`src/rtl/hazard_track.sv`:
```
// Load-use hazard scoreboard that tracks the destination of the instructions in EX, ME and WB.
// It drives the forwarding valids and stalls ID for one cycle when ID consumes a load that is still in EX.
module hazard_track #(
    parameter int REG_W = 3,
    parameter int CNT_W = 16
) (
    input  logic             clk,
    input  logic             rst,
    input  logic             id_valid,
    input  logic             id_wr,
    input  logic             id_load,
    input  logic [REG_W-1:0] id_rdst,
    input  logic             id_use1,
    input  logic             id_use2,
    input  logic [REG_W-1:0] id_rsrc1,
    input  logic [REG_W-1:0] id_rsrc2,
    input  logic             flush,
    output logic             stall,
    output logic             ex_valid,
    output logic [REG_W-1:0] ex_rdst,
    output logic             me_valid,
    output logic [REG_W-1:0] me_rdst,
    output logic             wb_valid,
    output logic [REG_W-1:0] wb_rdst,
    output logic [CNT_W-1:0] stall_cnt
);

    typedef struct packed {
        logic             v;
        logic             load;
        logic [REG_W-1:0] rdst;
    } slot_t;

    slot_t            ex_q, me_q, wb_q;
    slot_t            ex_d, me_d, wb_d;
    logic [CNT_W-1:0] stall_cnt_q, stall_cnt_d;
    logic             haz_d;
    logic             stall_d;
    logic             accept_d;

    function automatic logic reads_reg(input logic             use_src,
                                       input logic [REG_W-1:0] rsrc,
                                       input logic [REG_W-1:0] rdst);
        reads_reg = use_src & (rsrc == rdst);
    endfunction

    // Hazard detection, next-slot state and saturating stall counter.
    always_comb begin
        haz_d       = 1'b0;
        stall_d     = 1'b0;
        accept_d    = 1'b0;
        ex_d        = '0;
        me_d        = ex_q;
        wb_d        = me_q;
        stall_cnt_d = stall_cnt_q;

        if (id_valid && ex_q.v && ex_q.load) begin
            haz_d = reads_reg(id_use1, id_rsrc1, ex_q.rdst) |
                    reads_reg(id_use2, id_rsrc2, ex_q.rdst);
        end else begin
            haz_d = 1'b0;
        end

        // A squashed instruction never stalls, so flush masks the hazard.
        stall_d  = haz_d & ~flush;
        accept_d = id_valid & id_wr & ~flush;

        if (stall_d) begin
            ex_d = '0;
        end else begin
            ex_d.v    = accept_d;
            ex_d.load = accept_d & id_load;
            ex_d.rdst = id_rdst;
        end

        if (stall_d && (stall_cnt_q != {CNT_W{1'b1}})) begin
            stall_cnt_d = stall_cnt_q + CNT_W'(1);
        end else begin
            stall_cnt_d = stall_cnt_q;
        end
    end

    // Pipeline slot and counter registers.
    always_ff @(posedge clk) begin
        if (rst) begin
            ex_q        <= '0;
            me_q        <= '0;
            wb_q        <= '0;
            stall_cnt_q <= {CNT_W{1'b0}};
        end else begin
            ex_q        <= ex_d;
            me_q        <= me_d;
            wb_q        <= wb_d;
            stall_cnt_q <= stall_cnt_d;
        end
    end

    assign stall     = stall_d;
    assign ex_valid  = ex_q.v;
    assign ex_rdst   = ex_q.rdst;
    // A load in ME has no data yet, so it is hidden from the forwarding unit.
    assign me_valid  = me_q.v & ~me_q.load;
    assign me_rdst   = me_q.rdst;
    assign wb_valid  = wb_q.v;
    assign wb_rdst   = wb_q.rdst;
    assign stall_cnt = stall_cnt_q;

endmodule

```
`config.mk`:
```
export PLATFORM = sky130hd
export DESIGN_NAME = hazard_track
export DESIGN_NICKNAME = d
export VERILOG_FILES = /design/src/rtl/hazard_track.sv
export SDC_FILE = /design/constraint.sdc
export NUM_CORES = 1
export LEC_CHECK = 0
export CORE_ASPECT_RATIO = 1.75
export CORE_MARGIN = 2
export CORE_UTILIZATION = 41
export CTS_BUF_LIST = sky130_fd_sc_hd__clkbuf_8 sky130_fd_sc_hd__clkbuf_16
export CTS_CLUSTER_DIAMETER = 60
export DETAILED_ROUTE_END_ITERATION = 10
export HOLD_SLACK_MARGIN = 0.02
export PLACE_DENSITY = 0.75
export SETUP_SLACK_MARGIN = 0.05
export SKIP_CTS_REPAIR_TIMING = 1
export SLEW_MARGIN = 20
export SYNTH_ARGS = -nofsm -noshare
export SYNTH_HDL_FRONTEND = slang
export SYNTH_SLANG_ARGS = --single-unit
```
`constraint.sdc`:
```
create_clock -name clk -period 1.68 [get_ports clk]
set_input_delay 0.336 -clock clk [delete_from_list [all_inputs] [get_ports clk]]
set_output_delay 0.336 -clock clk [all_outputs]
set_load 0.1 [all_outputs]
```
== Word-level counts from Yosys, hierarchy flattened ==
Cells that the tools add are included.

* Register bits after elaboration: 30
* Latch bits: 0
* Bits in writable memories: 0
* Memory bits (read-only): 0
* Input bits: 17
* Memories: 0

* $add $sub $neg: 1
* $mul: 0
* Divide/modulo/power cells: 0
* Magnitude comparators: 0
* Equal/unequal tests: 3
* Shift-type cells: 0
* Mux-type cells: 1
* Bitwise logic cells: 10
* Reduce and logical (&&, ||, !) cells: 4

{| class="wikitable"
|+ Operators by type and width
! cell !! number
|-
| 16-bit by 1-bit adder with 16-bit output (second input constant) || 1
|-
| 16-bit != test (second input constant) || 1
|-
| 1-bit bitwise AND || 7
|-
| 3-bit equality test || 2
|-
| 1-bit logical AND || 3
|-
| 1-bit inverter || 2
|-
| 2-bit OR reduction || 1
|-
| 1-bit 2-to-1 mux || 1
|-
| 1-bit bitwise OR || 1
|}

== Longest topological paths before layout ==
* Depth in word-level cells: 6
* Gate-level depth with buffers: 7
* Depth with buffers taken out: 6

== Least setup slack after synthesis ==
OpenSTA, ideal clock, no wires.

* Kind: reg-to-reg
* Start point: register stall_cnt_q[0], in the netlist stall_cnt[0]
* End point: register stall_cnt_q[13], in the netlist stall_cnt[13]
* Library setup time: 0.123 ns
* Data arrival time: 2.329 ns
* Required time: 1.557 ns
* Path slack: -0.773 ns
* Stages on the path, launching flop included: 8
* Path buffers: 1
* Clock period less this slack: 2.453 ns
* Path through: dfxtp_1 > ha_1 > and3_1 > nand4_4 > nand3_2 > buf_6 > nor4_2 > mux2_1

* Longest elaborated chain between the ends: 2
* Elaborated cells on any way between the ends: 3
* Classes of those cells: 1 x add/sub; 1 x eq/ne; 1 x reduce/logical

{| class="wikitable"
|+ RTL lines
! item !! line !! RTL
|-
| from (decl) || 36 || <nowiki>logic [CNT_W-1:0] stall_cnt_q, stall_cnt_d;</nowiki>
|-
| from (signal assigned) || 89 || <nowiki>stall_cnt_q <= {CNT_W{1'b0}};</nowiki>
|-
| from (signal assigned) || 94 || <nowiki>stall_cnt_q <= stall_cnt_d;</nowiki>
|-
| parallel branches: the longest is 2 deep, another holds 16-bit by 1-bit adder with 16-bit output || - ||
|}

Several ways; the timed one is not identified.
A chain may end at the register's enable or synchronous reset.

== Worst setup path after layout ==
* Start point: register ex_q, in the netlist ex_rdst[1]
* End point: register stall_cnt_q[11], in the netlist stall_cnt[11]

* Longest elaborated chain between the ends: 6
* Elaborated cells on any way between the ends: 8
* Classes of those cells: 2 x eq/ne; 1 x mux; 4 x bitwise; 1 x reduce/logical

{| class="wikitable"
|+ RTL lines
! item !! line !! RTL
|-
| from (decl) || 34 || <nowiki>slot_t ex_q, me_q, wb_q;</nowiki>
|-
| from (signal assigned) || 86 || <nowiki>ex_q <= '0;</nowiki>
|-
| from (signal assigned) || 91 || <nowiki>ex_q <= ex_d;</nowiki>
|-
| 3-bit equality test || 44 || <nowiki>reads_reg = use_src & (rsrc == rdst);</nowiki>
|-
| 1-bit bitwise AND || 44 ||
|-
| 1-bit bitwise OR (*) || 58 || <nowiki>haz_d = reads_reg(id_use1, id_rsrc1, ex_q.rdst) |</nowiki>
|-
| 1-bit 2-to-1 mux (*) || 57 || <nowiki>if (id_valid && ex_q.v && ex_q.load) begin</nowiki>
|-
| 1-bit bitwise AND (*) || 65 || <nowiki>stall_d = haz_d & ~flush;</nowiki>
|-
| 1-bit logical AND (*) || 76 || <nowiki>if (stall_d && (stall_cnt_q != {CNT_W{1'b1}})) begin</nowiki>
|}

Mark *: on every way between the ends. The rest lies on a longest branch, timed or not.

==> key figures <==
Setup path
  – Kind of critical path: reg2reg
  – Crit Path Max Fanout: 5
  – Critical Path Start Type: flop
  – WP data required: approximately 1.9 ns
  – Setup crit start: ex_rdst[1]$_SDFF_PP0_
  – Crit end category: flop
  – Worst Path Arrival: 2.06 ns
  – R2r startpoint: ex_rdst[1]$_SDFF_PP0_
  – R2R setup slack: -0.18 ns

GRT
  – Initial antenna violation count: 0
  – Vias in the first global route: between 1k and 1.5k
  – First-pass GRT wire length: about 6600 um
  – Overflow after GRT: 0
  – Largest net degree at the start of global routing: 31
  – GRT Resource Usage Total: 0.218

Job
  – Max cap viols: 0

Yosys
  – Share of the synthesized area in the top cell type: 0.421
  – Syn_nets: between 150 and 200
  – Synthesized cell area: ~1400 um2
  – Seq/Total Area, Yosys: 0.421
  – Top post-synthesis cells by area: dfxtp_1, nor2b_1, a21oi_1, o31ai_1, or4_1
  – Most common cell in the netlist: dfxtp_1
  – Cell variety after synth: 35
  – Top_reg_cell synth: dfxtp_1
  – Yosys top cell by area: dfxtp_1
  – #FFs+latches synth: 30
  – Synth warn: 0
  – Synth cell count leaders: dfxtp_1, nor2b_1, a21oi_1, nor2_1
  – FFs w/ async S/R, synth: 0
  – Mapped Avg Cell Area: 9.58 um2
  – Synth Instances: ~150
  – Post-synth EDFFs: 0

Detailed routing
  – Vias/cell: roughly 5.5
  – DRT iter0 DRCs: 24
  – Final antenna-violating net count: 0
  – DRT Pass-1 Iters: 4
  – Vias: approximately 1.5k
  – Drt drc: 0
  – Routed WL: 4770 um
  – WL per Instance: roughly 17 um

Timing
  – FMAX: 537 MHz
  – Worst hold margin: 0.473 ns
  – Final min period: about 1.9 ns
  – Final hold vios: 0
  – Setup_tns: -0.976 ns
  – Final worst path period share: 1.11
  – Clk_skew: around 0.0036 ns
  – RSZ-0062 raised after global routing: true
  – Final setup violation count: 9
  – Slew Limit Fails: 0
  – Worst slew pin tran: 0.323 ns
  – Slew HR: 0.783
  – Post-route setup slack: -0.184 ns

Floorplanning
  – Core Rows: 28
  – Die H: between 80 and 90 um
  – DIE AREA: 3990 um2
  – Die Wd: 48.6 um
  – Initial Util: 0.424
  – Core Area: approximately 3400 um2
  – I/O pin count: 46

Final layout
  – Post-Layout Cell Count: 277
  – Final #Nets: 249
  – Final Core Density: 0.845
  – Area Overhead vs Synth: 99.0%
  – Antenna diodes: 0
  – Share of layout cells above drive strength 1: 0.603
  – FILL cells: between 150 and 200

Power and ir drop
  – Static leakage: about 1.2 nW
  – Pwr Density: approximately 580 nW/um2
  – Peak supply drop: ~0.73 mV

Clocking
  – Clk_lat worst skew: ~0.28 ns
  – CTS tree: yes
  – H-Tree Depth: 2
  – CTS sink cnt: 30
  – Clk pin slew, worst setup/hold paths: approximately 0.060 ns
  – Clock tree buffer depth: 2
  – CTS Buf Count: 5
  – Clock root cell: clkbuf_8

Place
  – Port Buffer Count: 45
  – Placed cells: roughly 250
  – GP Congestion: 0.838
  – Dpl hpwl: 3070 um

Worst hold path
  – Hold Path Class: reg2reg
  – Hold Startpoint: me_q[4]$_SDFF_PP0_

Run status
  – Violated checks: negative setup slack
  – Status: finished, violations left
layer usage:
metal / global-route usage / share of wire / vias to the layer above
met1: 0.201 / 0.34 / 728
li1: - / - / 701
met5: 0 / 0 / -
met3: 0.0527 / 0.056 / 23
met4: 0.134 / 0.047 / 0
met2: 0.426 / 0.56 / 74
stage by stage:
| stage | worst slack [ns] | power, mW | area, um2 |
|---|---|---|---|
| final | -0.184 | 1.63 | 2840 |
| after global routing | -0.235 | 1.68 | 2840 |
| after CTS | -0.476 | 1.63 | 2550 |
| after detailed placement | -0.469 | 0.938 | 2450 |
| after global placement | -0.418 | 0.933 | 2450 |
| after floorplan | -0.105 | 0.839 | 1530 |
cell usage in the layout (no fill, tap or decap), types with 4 or more instances in the layout:
cell type and count:
clkbuf_8 5, o31ai_1 5, and4_4 5, dfxtp_4 17
nand3_1 6, nor2b_1 11, or4_1 5, a21oi_2 8
dlymetal6s2s_1 8, a21oi_1 4, buf_12 30, and2_1 4
nor2_1 8, buf_4 38, inv_1 4, nand2_1 4
clkdlybuf4s50_1 8, dfxtp_1 10
registers in the layout, summed over array words and instances, names as in the netlist:
signal     flops
stall_cnt     16
ex_rdst        3
ex_q           1
wb_valid       1
ex_valid       1
wb_rdst        3
me_q           2
me_rdst        3
layout make-up:
cell class,instances,area (um2),share of cell area
Tap cell,45,56.3,0.0198
Timing Repair Buffer,86,1090,0.383
Clock inverter,3,37.5,0.0132
Multi-Input combinational cell,105,908,0.320
Inverter,3,13.8,0.00484
Clock buffer,5,68.8,0.0242
Sequential cell,30,668,0.235
cell families after synthesis:
logic type               count (synthesis)  share of synthesized area
flip-flops                              30                      0.421
AO/OA/AOI/OAI                           27                      0.128
adder cells (fa/ha/maj)                  1                    0.00876
AND/OR/NAND/NOR                         67                      0.311
buffers and inverters                   15                     0.0710
XOR/XNOR                                 6                     0.0368
multiplexers                             3                     0.0237
power breakdown:
| part | internal [mW] | total, mW | leakage [nW] | switching [mW] |
|---|---|---|---|---|
| Combinational | 0.106 | 0.223 | 0.834 | 0.117 |
| Clock | 0.431 | 0.703 | 0.0607 | 0.272 |
| Sequential | 0.697 | 0.710 | 0.258 | 0.0123 |
worst max-delay path, cell delays in order (launching register included):
cell and delay, ns:
dfxtp_4 0.36, xnor2_2 0.18, and4_4 0.27, o21ai_2 0.11
buf_4 0.16, or4_1 0.52, a21oi_1 0.17
path summary, 6_finish.rpt:
kind                            cells past startpoint                         end
worst max-delay path                                6  stall_cnt[11]$_SDFFE_PP0P_
worst min-delay path                                1         wb_valid$_SDFF_PP0_
worst max register to register                      6  stall_cnt[11]$_SDFFE_PP0P_
worst min register to register                      1         wb_valid$_SDFF_PP0_
Power figures use the tool's default switching activity.
